$ cat config.mk
export PLATFORM = sky130hd
export DESIGN_NAME = id_ex_stage
export DESIGN_NICKNAME = d
export VERILOG_FILES = /design/src/rtl/id_ex_stage_pkg.sv /design/src/rtl/id_ex_stage_alu_control.sv /design/src/rtl/id_ex_stage.sv
export SDC_FILE = /design/constraint.sdc
export NUM_CORES = 1
export LEC_CHECK = 0
export ABC_AREA = 1
export BUFFER_PORTS_ARGS = -buffer_cell sky130_fd_sc_hd__buf_2
export CAP_MARGIN = 5
export CORE_AREA = 3 3 149 151
export CTS_CLUSTER_DIAMETER = 50
export CTS_CLUSTER_SIZE = 16
export DETAILED_ROUTE_END_ITERATION = 6
export DIE_AREA = 0 0 152 154
export PLACE_DENSITY_LB_ADDON = 0.05
export SYNTH_ARGS = -nofsm -noshare
export SYNTH_HDL_FRONTEND = slang
export SYNTH_SLANG_ARGS = --single-unit
$ cat constraint.sdc
create_clock -name clk -period 1.6 [get_ports clk]
set_clock_uncertainty 0.15 [all_clocks]
set_input_delay 0.16 -clock clk [delete_from_list [all_inputs] [get_ports clk]]
set_output_delay 0.16 -clock clk [all_outputs]
set_load 0.02 [all_outputs]
$ cat src/rtl/id_ex_stage_pkg.sv
// Shared encodings for the ID/EX stage: ALU selects, ALUOp codes, control bit
// positions and forwarding-source selects.
package id_ex_stage_pkg;

    localparam logic [3:0] ALU_ADD = 4'b0010;
    localparam logic [3:0] ALU_SUB = 4'b0110;
    localparam logic [3:0] ALU_AND = 4'b0000;
    localparam logic [3:0] ALU_OR  = 4'b0001;
    localparam logic [3:0] ALU_NOP = 4'b1111;

    localparam logic [1:0] ALUOP_ADD   = 2'b00;
    localparam logic [1:0] ALUOP_SUB   = 2'b01;
    localparam logic [1:0] ALUOP_FUNCT = 2'b10;

    localparam logic [2:0] F3_ADDSUB = 3'b000;
    localparam logic [2:0] F3_AND    = 3'b111;
    localparam logic [2:0] F3_OR     = 3'b110;

    // Bit positions inside the 5-bit {RegWrite,MemRead,MemWrite,MemtoReg,Branch} bundle
    localparam int CTRL_REGWRITE = 4;
    localparam int CTRL_MEMREAD  = 3;
    localparam int CTRL_MEMWRITE = 2;
    localparam int CTRL_MEMTOREG = 1;
    localparam int CTRL_BRANCH   = 0;

    typedef enum logic [1:0] {
        FWD_REG   = 2'b00,
        FWD_MEMWB = 2'b01,
        FWD_EXMEM = 2'b10
    } fwd_sel_e;

endpackage

$ cat src/rtl/id_ex_stage_alu_control.sv
// Combinational ALUOp/funct decode into the 4-bit ALU select; zero latency.
// Unsupported funct3 or ALUOp values select ALU_NOP, which makes the ALU yield 0.
module id_ex_stage_alu_control
    import id_ex_stage_pkg::*;
(
    input  logic [1:0] i_alu_op,
    input  logic [2:0] i_funct3,
    input  logic       i_funct7b5,
    input  logic       i_is_rtype,
    output logic [3:0] o_alu_sel
);

    always_comb begin
        o_alu_sel = ALU_NOP;
        case (i_alu_op)
            ALUOP_ADD: o_alu_sel = ALU_ADD;
            ALUOP_SUB: o_alu_sel = ALU_SUB;
            ALUOP_FUNCT: begin
                case (i_funct3)
                    // funct7b5 only means subtract on R-type; I-type uses bit 30 as immediate
                    F3_ADDSUB: o_alu_sel = (i_is_rtype && i_funct7b5) ? ALU_SUB : ALU_ADD;
                    F3_AND:    o_alu_sel = ALU_AND;
                    F3_OR:     o_alu_sel = ALU_OR;
                    default:   o_alu_sel = ALU_NOP;
                endcase
            end
            default: o_alu_sel = ALU_NOP;
        endcase
    end

endmodule

$ cat src/rtl/id_ex_stage.sv
// ID/EX pipeline register with ALU decode, EX/MEM + MEM/WB operand forwarding and load-use stall;
// one-cycle latency, flush beats stall beats capture, and a flush or stall loads a bubble.
module id_ex_stage
    import id_ex_stage_pkg::*;
#(
    parameter int N     = 32,
    parameter int REG_W = 5
) (
    input  logic             clk,
    input  logic             rst,
    input  logic             id_valid,
    input  logic [N-1:0]     id_pc,
    input  logic [N-1:0]     id_rs1_data,
    input  logic [N-1:0]     id_rs2_data,
    input  logic [N-1:0]     id_imm,
    input  logic [REG_W-1:0] id_rs1,
    input  logic [REG_W-1:0] id_rs2,
    input  logic [REG_W-1:0] id_rd,
    input  logic [1:0]       id_alu_op,
    input  logic [2:0]       id_funct3,
    input  logic             id_funct7b5,
    input  logic             id_is_rtype,
    input  logic             id_alu_src,
    input  logic [4:0]       id_ctrl,
    input  logic             flush,
    input  logic             exmem_regwrite,
    input  logic [REG_W-1:0] exmem_rd,
    input  logic [N-1:0]     exmem_result,
    input  logic             memwb_regwrite,
    input  logic [REG_W-1:0] memwb_rd,
    input  logic [N-1:0]     memwb_result,
    output logic             stall,
    output logic             ex_valid,
    output logic [N-1:0]     ex_pc,
    output logic [N-1:0]     ex_alu_a,
    output logic [N-1:0]     ex_alu_b,
    output logic [N-1:0]     ex_store_data,
    output logic [3:0]       ex_alu_sel,
    output logic [REG_W-1:0] ex_rd,
    output logic [4:0]       ex_ctrl
);

    logic [3:0]       w_alu_sel;
    logic             w_stall;
    fwd_sel_e         w_fwd_a;
    fwd_sel_e         w_fwd_b;
    logic [N-1:0]     w_rs1_fwd;
    logic [N-1:0]     w_rs2_fwd;

    logic             r_valid;
    logic [N-1:0]     r_pc;
    logic [N-1:0]     r_rs1_data;
    logic [N-1:0]     r_rs2_data;
    logic [N-1:0]     r_imm;
    logic [REG_W-1:0] r_rs1;
    logic [REG_W-1:0] r_rs2;
    logic [REG_W-1:0] r_rd;
    logic [3:0]       r_alu_sel;
    logic             r_alu_src;
    logic [4:0]       r_ctrl;

    id_ex_stage_alu_control u_alu_control (
        .i_alu_op   (id_alu_op),
        .i_funct3   (id_funct3),
        .i_funct7b5 (id_funct7b5),
        .i_is_rtype (id_is_rtype),
        .o_alu_sel  (w_alu_sel)
    );

    // A load in EX cannot feed its value to the instruction right behind it
    assign w_stall = r_valid & r_ctrl[CTRL_MEMREAD] & (r_rd != '0)
                   & ((r_rd == id_rs1) | (r_rd == id_rs2)) & id_valid;

    always_ff @(posedge clk or negedge rst) begin
        if (!rst) begin
            r_valid    <= 1'b0;
            r_pc       <= '0;
            r_rs1_data <= '0;
            r_rs2_data <= '0;
            r_imm      <= '0;
            r_rs1      <= '0;
            r_rs2      <= '0;
            r_rd       <= '0;
            r_alu_sel  <= ALU_ADD;
            r_alu_src  <= 1'b0;
            r_ctrl     <= '0;
        end else if (flush || w_stall) begin
            r_valid <= 1'b0;
            r_ctrl  <= '0;
        end else begin
            r_valid    <= id_valid;
            r_pc       <= id_pc;
            r_rs1_data <= id_rs1_data;
            r_rs2_data <= id_rs2_data;
            r_imm      <= id_imm;
            r_rs1      <= id_rs1;
            r_rs2      <= id_rs2;
            r_rd       <= id_rd;
            r_alu_sel  <= w_alu_sel;
            r_alu_src  <= id_alu_src;
            r_ctrl     <= id_ctrl;
        end
    end

    // The younger producer (EX/MEM) wins; x0 is hardwired and never forwarded
    always_comb begin
        w_fwd_a = FWD_REG;
        w_fwd_b = FWD_REG;
        if (exmem_regwrite && (exmem_rd != '0) && (exmem_rd == r_rs1))
            w_fwd_a = FWD_EXMEM;
        else if (memwb_regwrite && (memwb_rd != '0) && (memwb_rd == r_rs1))
            w_fwd_a = FWD_MEMWB;
        if (exmem_regwrite && (exmem_rd != '0) && (exmem_rd == r_rs2))
            w_fwd_b = FWD_EXMEM;
        else if (memwb_regwrite && (memwb_rd != '0) && (memwb_rd == r_rs2))
            w_fwd_b = FWD_MEMWB;
    end

    always_comb begin
        case (w_fwd_a)
            FWD_EXMEM: w_rs1_fwd = exmem_result;
            FWD_MEMWB: w_rs1_fwd = memwb_result;
            default:   w_rs1_fwd = r_rs1_data;
        endcase
        case (w_fwd_b)
            FWD_EXMEM: w_rs2_fwd = exmem_result;
            FWD_MEMWB: w_rs2_fwd = memwb_result;
            default:   w_rs2_fwd = r_rs2_data;
        endcase
    end

    assign stall         = w_stall;
    assign ex_valid      = r_valid;
    assign ex_pc         = r_pc;
    assign ex_alu_a      = w_rs1_fwd;
    assign ex_alu_b      = r_alu_src ? r_imm : w_rs2_fwd;
    assign ex_store_data = w_rs2_fwd;
    assign ex_alu_sel    = r_alu_sel;
    assign ex_rd         = r_rd;
    assign ex_ctrl       = r_ctrl;

endmodule

==> results by group <==
Clock network
  • CTS H-tree lvls: 4
  • CTS tree: done
  • CTS Sinks: 154
  • Cts bufs inserted: 17
  • Clock Pin Slew Worst Setup and Hold Paths: 0.07 ns
  • Worst skew pair latency: 0.43 ns
  • Root buf cell: clkbuf_16
  • Worst-case clock buffer depth: 2

Synthesis
  • Seq cells post-synth: 154
  • Syn_area_per_cell: 7.26 µm²
  • Register area share after synthesis: 45.8%
  • Post-synth top area share: 45.5%
  • Synth Instances: 1,159
  • Yosys warning total: 0
  • Mapped Nets: 1,395
  • Synth top area cells: dfrtp_1, nand2_1, nand3_1
  • Cell accounting for the most synthesized area: dfrtp_1
  • Synthesized area: 8410 µm²
  • Synth cell types: 27

Final layout
  • Post-route cell area: 18,500 µm²
  • # nets final: 2,028
  • Share of cells above drive strength 1: 59.4%
  • Most common cell after layout, fill and taps aside: buf_2
  • Area delta synth->final: 120%
  • Multi-input gate area: 6830 µm²
  • Most frequent cells in the layout: buf_2, nand2_1, nand3_2
  • Layout Utilization: 88.3%
  • Register area: 3860 µm²
  • Fill cell count: 1,002

Worst setup path
  • Worst path required time: 1.29 ns
  • CP Class: flip-flop to primary output
  • CP arrival: 2.39 ns
  • Crit end category: primary output
  • CP max-delay cell: dfrtp_1
  • Critical path peak fanout: 16
  • Crit path cell chain: buf_4, nand2_1, nand2_1, nor2_1, nand3_1, nor2_4, clkbuf_16, nand3_1, nand3_4, nand2_1, nand2_2, buf_6
  • Critical Path Max Stage Delay: 0.39 ns
  • Critical Path Most Common Cell: nand2_1
  • CP startpoint kind: flip-flop

Timing
  • Final period util: 169%
  • Fmax: 370 MHz
  • Post-route minimum period: 2.70 ns
  • Tightest Pin Transition: 0.389 ns
  • Max_slew headroom: 74.1%
  • Sum Neg Setup Slack: -157.11 ns
  • Fin. max-slew vios: 0
  • Final hold violation count: 0
  • Setup repair after global routing missed its margin: true
  • Min setup slack post-route: -1.10 ns
  • Final setup violation count: 252

Global route
  • Vias in the first global route: 11,100
  • Initial antenna violation count: 6
  • Largest net degree at the start of global routing: 50
  • Total gr overflow: 0
  • Total GRT Usage: 34.8%
  • First-pass GRT wire length: 64.4 mm

Power and ir drop
  • Worst VDD drop: 0.640 mV
  • P per Cell Area: 745 nW/µm²
  • Power Total: 13.8 mW
  • Leakage: 9.30 nW

Run
  • MaxCap Viol Count: 0

Floorplan
  • Core footprint: 21,000 µm²
  • Die height: 154 µm
  • # IOs: 380
  • Initial Utilization: 40.1%
  • Rows: 53
  • Die Wd: 152 µm
  • Die area: 23,400 µm²

Placed design
  • PortBufs: 379
  • Routability cong.: 0.918
  • Placed Area: 12,300 µm²
  • Post-DP HPWL: 25.9 mm

Detailed routing
  • Routed Antenna Nets: 0
  • Via density: 5.57
  • Drt first pass iters: 6
  • Routed wire per std cell: 23.2 µm
  • Via Count: 11,600
  • Final WL: 48.3 mm
  • 1st-iter DRT viols: 1,040
  • Post-route DRC: 0

Run status
  • Status: finished, violations left
  • Failing checks: setup timing

Min path
  • HP Class: primary input to asynchronous set/reset pin
[where the power goes]
part           switching [mW]  leakage [nW]  internal (mW)
clock network            1.91         0.285           2.22
registers               0.375          1.87           4.24
logic                    2.68          7.14           2.36
[layout make-up]
type / instances / area share [%]
Antenna cell: 6 / 0.0811
Clock inverter: 14 / 0.859
Tap cell: 275 / 1.86
Inverter: 28 / 0.676
Sequential cell: 154 / 20.9
Clock buffer: 18 / 2.32
Timing Repair Buffer: 697 / 36.4
Multi-Input combinational cell: 894 / 36.9
[routing by layer]
layer / track usage (%) / up-vias / routed length [µm] / share of wire (%)
met3: 7.35 / 168 / 3770 / 7.8
met1: 45.4 / 5624 / 18200 / 38
met4: 12.5 / 0 / 2270 / 4.7
met2: 57.5 / 755 / 24100 / 50
met5: 0 / - / 0 / 0
li1: - / 5073 / - / -
[kinds of logic (layout without fill, tap and decap cells)]
kind of cell | Yosys count | in the layout | synth area share, %
other | 0 | 6 | 0
flip-flops | 154 | 154 | 45.8
buffers and inverters | 113 | 757 | 6.45
AO/OA/AOI/OAI | 2 | 2 | 0.119
AND/OR/NAND/NOR | 866 | 868 | 45.1
XOR/XNOR | 24 | 24 | 2.50
[what timing repair did]
action | 4_1_cts | 5_1_grt
resized for setup | 322 | 352
hold buffers | 158 | 0
gates cloned | 25 | 28
pin swaps | 54 | 96
buffers inserted | 21 | 26
setup endpoints to repair | 252 | 253
hold endpoints to repair | 307 | 0
[Yosys cell counts]
library cell	count
nand2_1	481
nand3_1	336
dfrtp_1	153
buf_2	32
clkbuf_1	32
inv_1	25
nor2_1	19
xor2_1	16
buf_4	13
nand3_2	12
xnor2_1	8
nand4_1	5
nor3_1	5
buf_1	4
buf_6	4
inv_2	2
nor2_2	2
a21oi_1	1
clkinv_1	1
dfstp_2	1
nand2_2	1
nand2_4	1
nand3b_1	1
nor2b_1	1
nor3_2	1
o21ai_0	1
or3_1	1
[state kept, by name, summed over array words and instances (netlist names), 4 cells and up]
| signal | count |
|---|---|
| ex_pc | 32 |
| ex_ctrl | 5 |
| ex_alu_sel | 4 |
| ex_rd | 5 |
| r_imm | 32 |
| r_rs1_data | 32 |
| r_rs2 | 5 |
| r_rs2_data | 32 |
| r_rs1 | 5 |
[through the flow]
step / instances / setup WS, ns / hold slack (ns)
after floorplan: 1159 / -0.244 / -0.286
after global placement: 1799 / -0.525 / -0.0902
after detailed placement: 1799 / -0.513 / -0.0906
after CTS: 2035 / -0.935 / 0.0261
after global routing: 2086 / -1.23 / 0.0632
final: 2086 / -1.10 / 0.0490
[path summary, 6_finish.rpt]
| check | startpoint | endpoint | slack [ns] | cells past startpoint |
|---|---|---|---|---|
| worst min-delay path | rst | r_rs1_data[19] | 0.05 | 2 |
| worst max register to register | ex_rd[4] | r_rs1_data[26] | -0.52 | 12 |
| worst max-delay path | r_rs2[3] | ex_alu_b[7] | -1.10 | 12 |
| worst min register to register | ex_alu_sel[3] | ex_alu_sel[3] | 0.33 | 2 |
| min in group clk | id_funct3[2] | ex_alu_sel[2] | 0.07 | 6 |
| max in group asynchronous | rst | r_rs2_data[8] | 0.63 | 3 |
[critical path: cells and delay by family, from the launching register on]
family	cells	cell delay, ns
and+or+nand+nor	9	1.07
DFF	1	0.39
buffers and inverters	3	0.50
No activity file was read; power rests on OpenSTA's default activity.
